### src/rtl/rht_recovery_ctrl.sv
// Misprediction recovery sequencer: walks the RHT newest-to-oldest, restoring
// RAT mappings and freeing squashed pregs, then rewinds the RHT tail.
module rht_recovery_ctrl #(
    parameter int P_REGISTERS = 64,
    parameter int L_REGISTERS = 32,
    parameter int C_NUM       = 4,
    parameter int K           = 32,
    localparam int PW         = $clog2(P_REGISTERS),
    localparam int LW         = $clog2(L_REGISTERS),
    localparam int RHT_DEPTH  = C_NUM * K,
    localparam int RW         = $clog2(RHT_DEPTH)
) (
    input  logic          clk,
    input  logic          rst,
    input  logic          flush_valid,
    input  logic [RW-1:0] flush_rht_id,
    input  logic [RW-1:0] rht_tail,
    input  logic [RW:0]   rht_count,
    input  logic          pause,
    output logic          flush_ack,
    output logic          flush_err,
    output logic          rd_en,
    output logic [RW-1:0] rd_id,
    input  logic [LW-1:0] rd_lreg,
    input  logic [PW-1:0] rd_preg,
    input  logic [PW-1:0] rd_ppreg,
    input  logic          rd_valid_entry,
    output logic          restore_en,
    output logic [LW-1:0] restore_lreg,
    output logic [PW-1:0] restore_preg,
    output logic          free_en,
    output logic [PW-1:0] free_preg,
    output logic          rec_busy,
    output logic          tail_wr_en,
    output logic [RW-1:0] new_tail,
    output logic          done
);

    typedef enum logic [1:0] {IDLE, WALK, DRAIN, DONE} state_t;

    state_t        state, state_nxt;
    logic [RW-1:0] cur_p0, cur_nxt;
    logic [RW-1:0] rem_p0, rem_nxt;
    logic [RW-1:0] target_p0, target_nxt;
    logic [RW-1:0] cnt;
    logic          vld_p1;

    // Entries to undo; a full RHT is indistinguishable from empty here.
    assign cnt = rht_tail - flush_rht_id;

    always_comb begin
        state_nxt  = state;
        cur_nxt    = cur_p0;
        rem_nxt    = rem_p0;
        target_nxt = target_p0;
        flush_ack  = 1'b0;
        flush_err  = 1'b0;
        rd_en      = 1'b0;
        rd_id      = '0;
        tail_wr_en = 1'b0;
        new_tail   = '0;
        done       = 1'b0;
        rec_busy   = (state != IDLE);
        case (state)
            IDLE: begin
                if (flush_valid && !rst) begin
                    if ({1'b0, cnt} <= rht_count) begin
                        flush_ack  = 1'b1;
                        cur_nxt    = rht_tail - RW'(1);
                        rem_nxt    = cnt;
                        target_nxt = flush_rht_id;
                        state_nxt  = (cnt != '0) ? WALK : DONE;
                    end else begin
                        flush_err = 1'b1;
                    end
                end
            end
            WALK: begin
                if (!pause) begin
                    rd_en   = 1'b1;
                    rd_id   = cur_p0;
                    cur_nxt = cur_p0 - RW'(1);
                    rem_nxt = rem_p0 - RW'(1);
                    if (rem_p0 == RW'(1)) begin
                        state_nxt = DRAIN;
                    end
                end
            end
            DRAIN: begin
                state_nxt = DONE;
            end
            DONE: begin
                tail_wr_en = 1'b1;
                new_tail   = target_p0;
                done       = 1'b1;
                state_nxt  = IDLE;
            end
            default: begin
                state_nxt = IDLE;
            end
        endcase
    end

    always_ff @(posedge clk) begin
        if (rst) begin
            state  <= IDLE;
            vld_p1 <= 1'b0;
        end else begin
            state  <= state_nxt;
            vld_p1 <= rd_en;
        end
    end

    // Walk pointers only matter once latched from IDLE, so they carry no reset.
    always_ff @(posedge clk) begin
        cur_p0    <= cur_nxt;
        rem_p0    <= rem_nxt;
        target_p0 <= target_nxt;
    end

    // ---- p1: RHT read data returns; apply it to RAT and free list ----
    always_comb begin
        restore_en   = vld_p1 & rd_valid_entry;
        free_en      = restore_en;
        restore_lreg = restore_en ? rd_lreg  : '0;
        restore_preg = restore_en ? rd_ppreg : '0;
        free_preg    = restore_en ? rd_preg  : '0;
    end

endmodule

### config.mk
export PLATFORM = sky130hd
export DESIGN_NAME = rht_recovery_ctrl
export DESIGN_NICKNAME = d
export VERILOG_FILES = /design/src/rtl/rht_recovery_ctrl.sv
export SDC_FILE = /design/constraint.sdc
export NUM_CORES = 1
export LEC_CHECK = 0
export ABC_AREA = 1
export BUFFER_PORTS_ARGS = -buffer_cell sky130_fd_sc_hd__buf_4
export CELL_PAD_IN_SITES_DETAIL_PLACEMENT = 1
export CELL_PAD_IN_SITES_GLOBAL_PLACEMENT = 1
export CORE_MARGIN = 8
export CORE_UTILIZATION = 36
export CTS_CLUSTER_SIZE = 40
export DETAILED_ROUTE_END_ITERATION = 7
export PLACE_DENSITY = 0.95
export SETUP_SLACK_MARGIN = 0.5
export SLEW_MARGIN = 20
export SYNTH_ARGS = -nofsm -noshare
export SYNTH_HDL_FRONTEND = slang
export SYNTH_SLANG_ARGS = --single-unit
### constraint.sdc
create_clock -name clk -period 7.7 [get_ports clk]
set_clock_uncertainty 0.1 [all_clocks]
set_input_delay 1.54 -clock clk [delete_from_list [all_inputs] [get_ports clk]]
set_output_delay 1.54 -clock clk [all_outputs]
set_load 0.03 [all_outputs]
Word-level counts from Yosys, hierarchy flattened
Index checks and enable logic that the tools add are counted.
{"block": "totals", "reg_bits": 24, "inputBits": 44, "output_inout_bits": 39, "wordCells": 57}
{"block": "op_classes", "add_sub_neg": 4, "n_lt_le_gt_ge": 1, "n_eq_ne": 8, "muxes": 29, "bitwise": 1, "reduce_logical": 9}
{"cell": "7-bit 2-to-1 mux", "count": 9}
{"cell": "7-bit one-hot mux with 2 select lines", "count": 2}
{"cell": "7-bit by 1-bit subtractor with 7-bit output, second input constant", "count": 3}
{"cell": "6-bit 2-to-1 mux", "count": 2}
{"cell": "2-bit 2-to-1 mux", "count": 5}
{"cell": "1-bit 2-to-1 mux", "count": 9}
{"cell": "7-bit by 8-bit less-or-equal comparator with 1-bit output", "count": 1}
{"cell": "2-bit inequality test, second input constant", "count": 4}
{"cell": "2-bit one-hot mux with 4 select lines", "count": 1}
{"cell": "4-bit AND reduction", "count": 2}
{"cell": "7-bit by 1-bit equality test with 1-bit output, second input constant", "count": 1}
{"cell": "7-bit nonzero test", "count": 1}
{"cell": "7-bit subtractor", "count": 1}
{"cell": "5-bit 2-to-1 mux", "count": 1}
{"cell": "2-bit equality test, second input constant", "count": 2}
{"cell": "2-bit nonzero test", "count": 2}
{"cell": "3-bit AND reduction", "count": 1}
{"cell": "2-bit by 1-bit equality test with 1-bit output, second input constant", "count": 1}
{"cell": "2-bit zero test", "count": 1}
{"cell": "1-bit AND", "count": 1}
{"cell": "1-bit logical AND", "count": 1}
{"cell": "1-bit zero test", "count": 1}

Depth between registers and ports, before layout
{"block": "depth", "word_depth": 6, "mapped_depth": 20, "ltp_nobuf": 20}

Least setup slack after synthesis
Ideal clock, no wire load.
{"block": "synth_path", "path_type": "input to output", "startpoint": "input rht_tail[0]", "endpoint": "output flush_ack", "t_arrival_ns": 4.401, "required_ns": 6.060, "setup_slack_ns": 1.659, "stages": 13, "n_path_buf": 0, "path_cell_list": "inv_1 > ha_1 > inv_2 > fa_1 > nand2_1 > nand4_1 > nand2_1 > inv_1 > ha_1 > inv_1 > nor3_1 > nand4_1 > a211oi_1"}
{"block": "synth_between", "elab_chain_len": 5}
{"element": "start, declared", "line_no": "17", "rtl": "input logic [RW-1:0] rht_tail,"}
{"element": "7-bit subtractor", "line_no": "49", "rtl": "assign cnt = rht_tail - flush_rht_id;"}
{"element": "7-bit by 8-bit less-or-equal comparator with 1-bit output", "line_no": "67", "rtl": "if ({1'b0, cnt} <= rht_count) begin"}
{"element": "1-bit 2-to-1 mux", "line_no": "67"}
{"element": "1-bit 2-to-1 mux", "line_no": "66", "rtl": "if (flush_valid && !rst) begin"}
{"element": "1-bit 2-to-1 mux", "line_no": "64", "rtl": "case (state)"}
{"element": "end, declared", "line_no": "20", "rtl": "output logic flush_ack,"}
Every way passes these cells.

Worst setup path after layout
{"block": "layout_path", "startpoint": "input flush_rht_id[4]", "endpoint": "output flush_ack"}
{"block": "layout_between", "elab_chain_len": 5}
{"element": "start, declared", "line_no": "16", "rtl": "input logic [RW-1:0] flush_rht_id,"}
{"element": "7-bit subtractor", "line_no": "49"}
{"element": "7-bit by 8-bit less-or-equal comparator with 1-bit output", "line_no": "67"}
{"element": "1-bit 2-to-1 mux", "line_no": "67"}
{"element": "1-bit 2-to-1 mux", "line_no": "66"}
{"element": "1-bit 2-to-1 mux", "line_no": "64"}
Every way passes these cells.

==> results.cfg <==
[run_status]
status = finished clean

[cts]
cts-hold-fix-buffers = 0
clkSinkCount = 24
cts-root-buf = clkbuf_8
clk_pin_slew_ns = 0.08
clockBufferDepth = 2
cts_buffers = 3
cts_resized = 0
clk_latency_ns = 0.27
cts_tree = done
cts_setup_buffers = 0
htree_num_levels = 1

[pwr]
p_per_area_mw_per_mm2 = 239
ir_worst_vdd_uv = 97.5
power_uw = 668
leakage_nw = 1.65

[synthesis]
synth.yosys.seq_area_share_pct = 33.6
synth_cell_types = 24
synth_top_cell_area_share_pct = 30.6
synthArstFlopShare_pct = 0
yosysMostFrequentCell = inv_1
netlist_instances = 299
synth_area_leaders = edfxtp_1, inv_1, nand2_1
yosys.area.top_type = edfxtp_1
synth_nets = 364
synth-edff-count = 21
avgSynthCellArea_um2 = 6.88
ys.flop_type = edfxtp_1
synthesis.area_mm2 = 0.00206
yosysWarnings = 0
synth-seq-cells = 24
synth.cells.most_frequent = inv_1, nand2_1, nor2_1

[hold_path]
holdPathStages = 4
min_path_type = flop to flop

[global_route]
grt_pass1_wl_mm = 11.3
grt_overflow_total = 0
grt_pass1_vias = 2362
grtUsageTotal_pct = 16.6
grt_start_max_net_pins = 26
antenna_found_initial = 0

[worst_setup_path]
ff2ff_setup_slack_ns = 5.03
crit_start = flush_rht_id[4]
ff2ff_path_depth = 9
endpoint_kind = output pin
path_cells = buf_4, inv_1, ha_1, nand2_1, inv_1, nand3_1, nand3_1, nand2_1, nand2_1, inv_1, ha_1, nand2_1, nor3_1, nand4_1, a211oi_1, buf_4, buf_4
worst_r2r_startpoint = state[1]
r2r_end = cur_p0[6]
critical_path_required_ns = 6.06
cp_data_arrival_time_ns = 4.16
slowest_delay_ns = 0.41
crit_type = primary input to output pin
endpoint = flush_ack
worstSetupStartpointType = primary input
slowest_stage = ha_1
cp_common_cell = nand2_1
critical_path.max_fanout = 8

[finish]
nNetsFinal = 448
n_fill_cell = 727
area_growth_pct = 35.5
drive_gt1_share_pct = 25.1
antenna_cells = 0
stdcell_area_mm2 = 0.00279
final-seq-area_um2 = 691
multi_input_area_mm2 = 0.00102

[place]
dpl_cell_area_mm2 = 0.00274
port_buffers = 82
dp_hpwl_mm = 5.88
gp_congestion = 0.832

[sta]
finalCriticalPeriod_ns = 5.80
totalNegativeSetupSlack_ns = 0
period_share_pct = 75.3
tightest_slew_ns = 0.932
rsz0062_at_grt = no
hold_viol = 0
fmax_mhz = 173
timing.slew.headroom_pct = 37.9
drv_slew = 0
final-setup-viol-count = 0

[detailed_routing]
avgRoutedWirePerCell_um = 15.8
ant_nets = 0
drtIter0Drc = 81
vias_per_cell = 4.80
drc = 0
drtPass1Iterations = 4
wl_mm = 7.20
vias = 2181

[floorplanning]
core_area_mm2 = 0.00551
fp.dieW_um = 91.6
start_util_pct = 37.4
ios = 83
dieArea_mm2 = 0.00839
rows = 27
die-height_um = 91.6

[job]
maxCapViolCount = 0
## power breakdown
part / leakage [nW] / switching, mW / internal [mW]
sequential: 0.221 / 0.0223 / 0.211
combinational: 1.40 / 0.237 / 0.119
clock: 0.0228 / 0.0414 / 0.0370
## logic make-up after synthesis
group / synth area share, %
and+or+nand+nor: 27.1
xor gates and xnor gates: 3.40
adders and majority gates: 13.1
buffers and inverters: 17.0
AOI/OAI and AO/OA: 5.84
DFF: 33.6
## worst min-delay path by stage
stage | startpoint | end | slack [ns]
2_1_floorplan | state[1] | state[1] | 0.46
3_3_place_gp | state[0] | state[0] | 0.49
3_5_place_dp | state[1] | state[1] | 0.52
4_1_cts | state[1] | state[1] | 0.53
5_1_grt | state[1] | state[1] | 0.57
6_report | state[1] | state[1] | 0.53
## registers in the layout (all words and copies together), names as in the netlist
name       flops
cur_p0         7
rem_p0         7
target_p0      7
state          2
vld_p1         1
## stage by stage
| step | utilization, % | hold WS [ns] | instances | setup WS (ns) |
|---|---|---|---|---|
| after floorplan | - | 0.455 | 299 | 1.66 |
| after global placement | 49.8 | 0.492 | 450 | 2.11 |
| after detailed placement | 49.8 | 0.517 | 450 | 1.97 |
| after CTS | 50.6 | 0.532 | 454 | 1.92 |
| after global routing | 50.6 | 0.569 | 454 | 1.74 |
| final | 50.6 | 0.534 | 454 | 1.90 |
## layout make-up
cell class	instances	share of cell area, %
clock buffers	4	1.62
multi-input cells	186	36.5
flip-flops and latches	24	24.8
repair buffers	84	22.6
inverters	84	11.3
well taps	72	3.23
## cell usage in the layout (no fill, tap or decap)
cell,Yosys,routed
a211oi_1,1,1
a21oi_1,4,4
a22oi_1,2,2
a31oi_1,2,2
buf_4,2,84
clkbuf_1,1,1
clkbuf_8,0,3
dfxtp_1,3,3
edfxtp_1,21,21
fa_1,1,1
ha_1,20,20
inv_1,77,77
inv_2,7,7
nand2_1,69,69
nand3_1,14,14
nand3b_4,1,1
nand4_1,5,5
nor2_1,44,44
nor3_1,1,1
o21ai_0,3,3
o21ai_1,10,10
or2_2,1,1
xor2_1,8,8
## worst max-delay path, delay by kind of cell
| family | cells | cell delay, ns |
|---|---|---|
| AO/OA/AOI/OAI | 1 | 0.31 |
| adder cells (fa/ha/maj) | 2 | 0.70 |
| buffers and inverters | 6 | 0.71 |
| AND/OR/NAND/NOR | 8 | 0.90 |
## per-layer routing
layer / track usage (%) / routed length [um]
met5: 0 / 0
met4: 7.78 / 190
met2: 30.3 / 3490
met3: 4.07 / 516
met1: 17.4 / 2990
No activity file was read; power rests on OpenSTA's default activity.
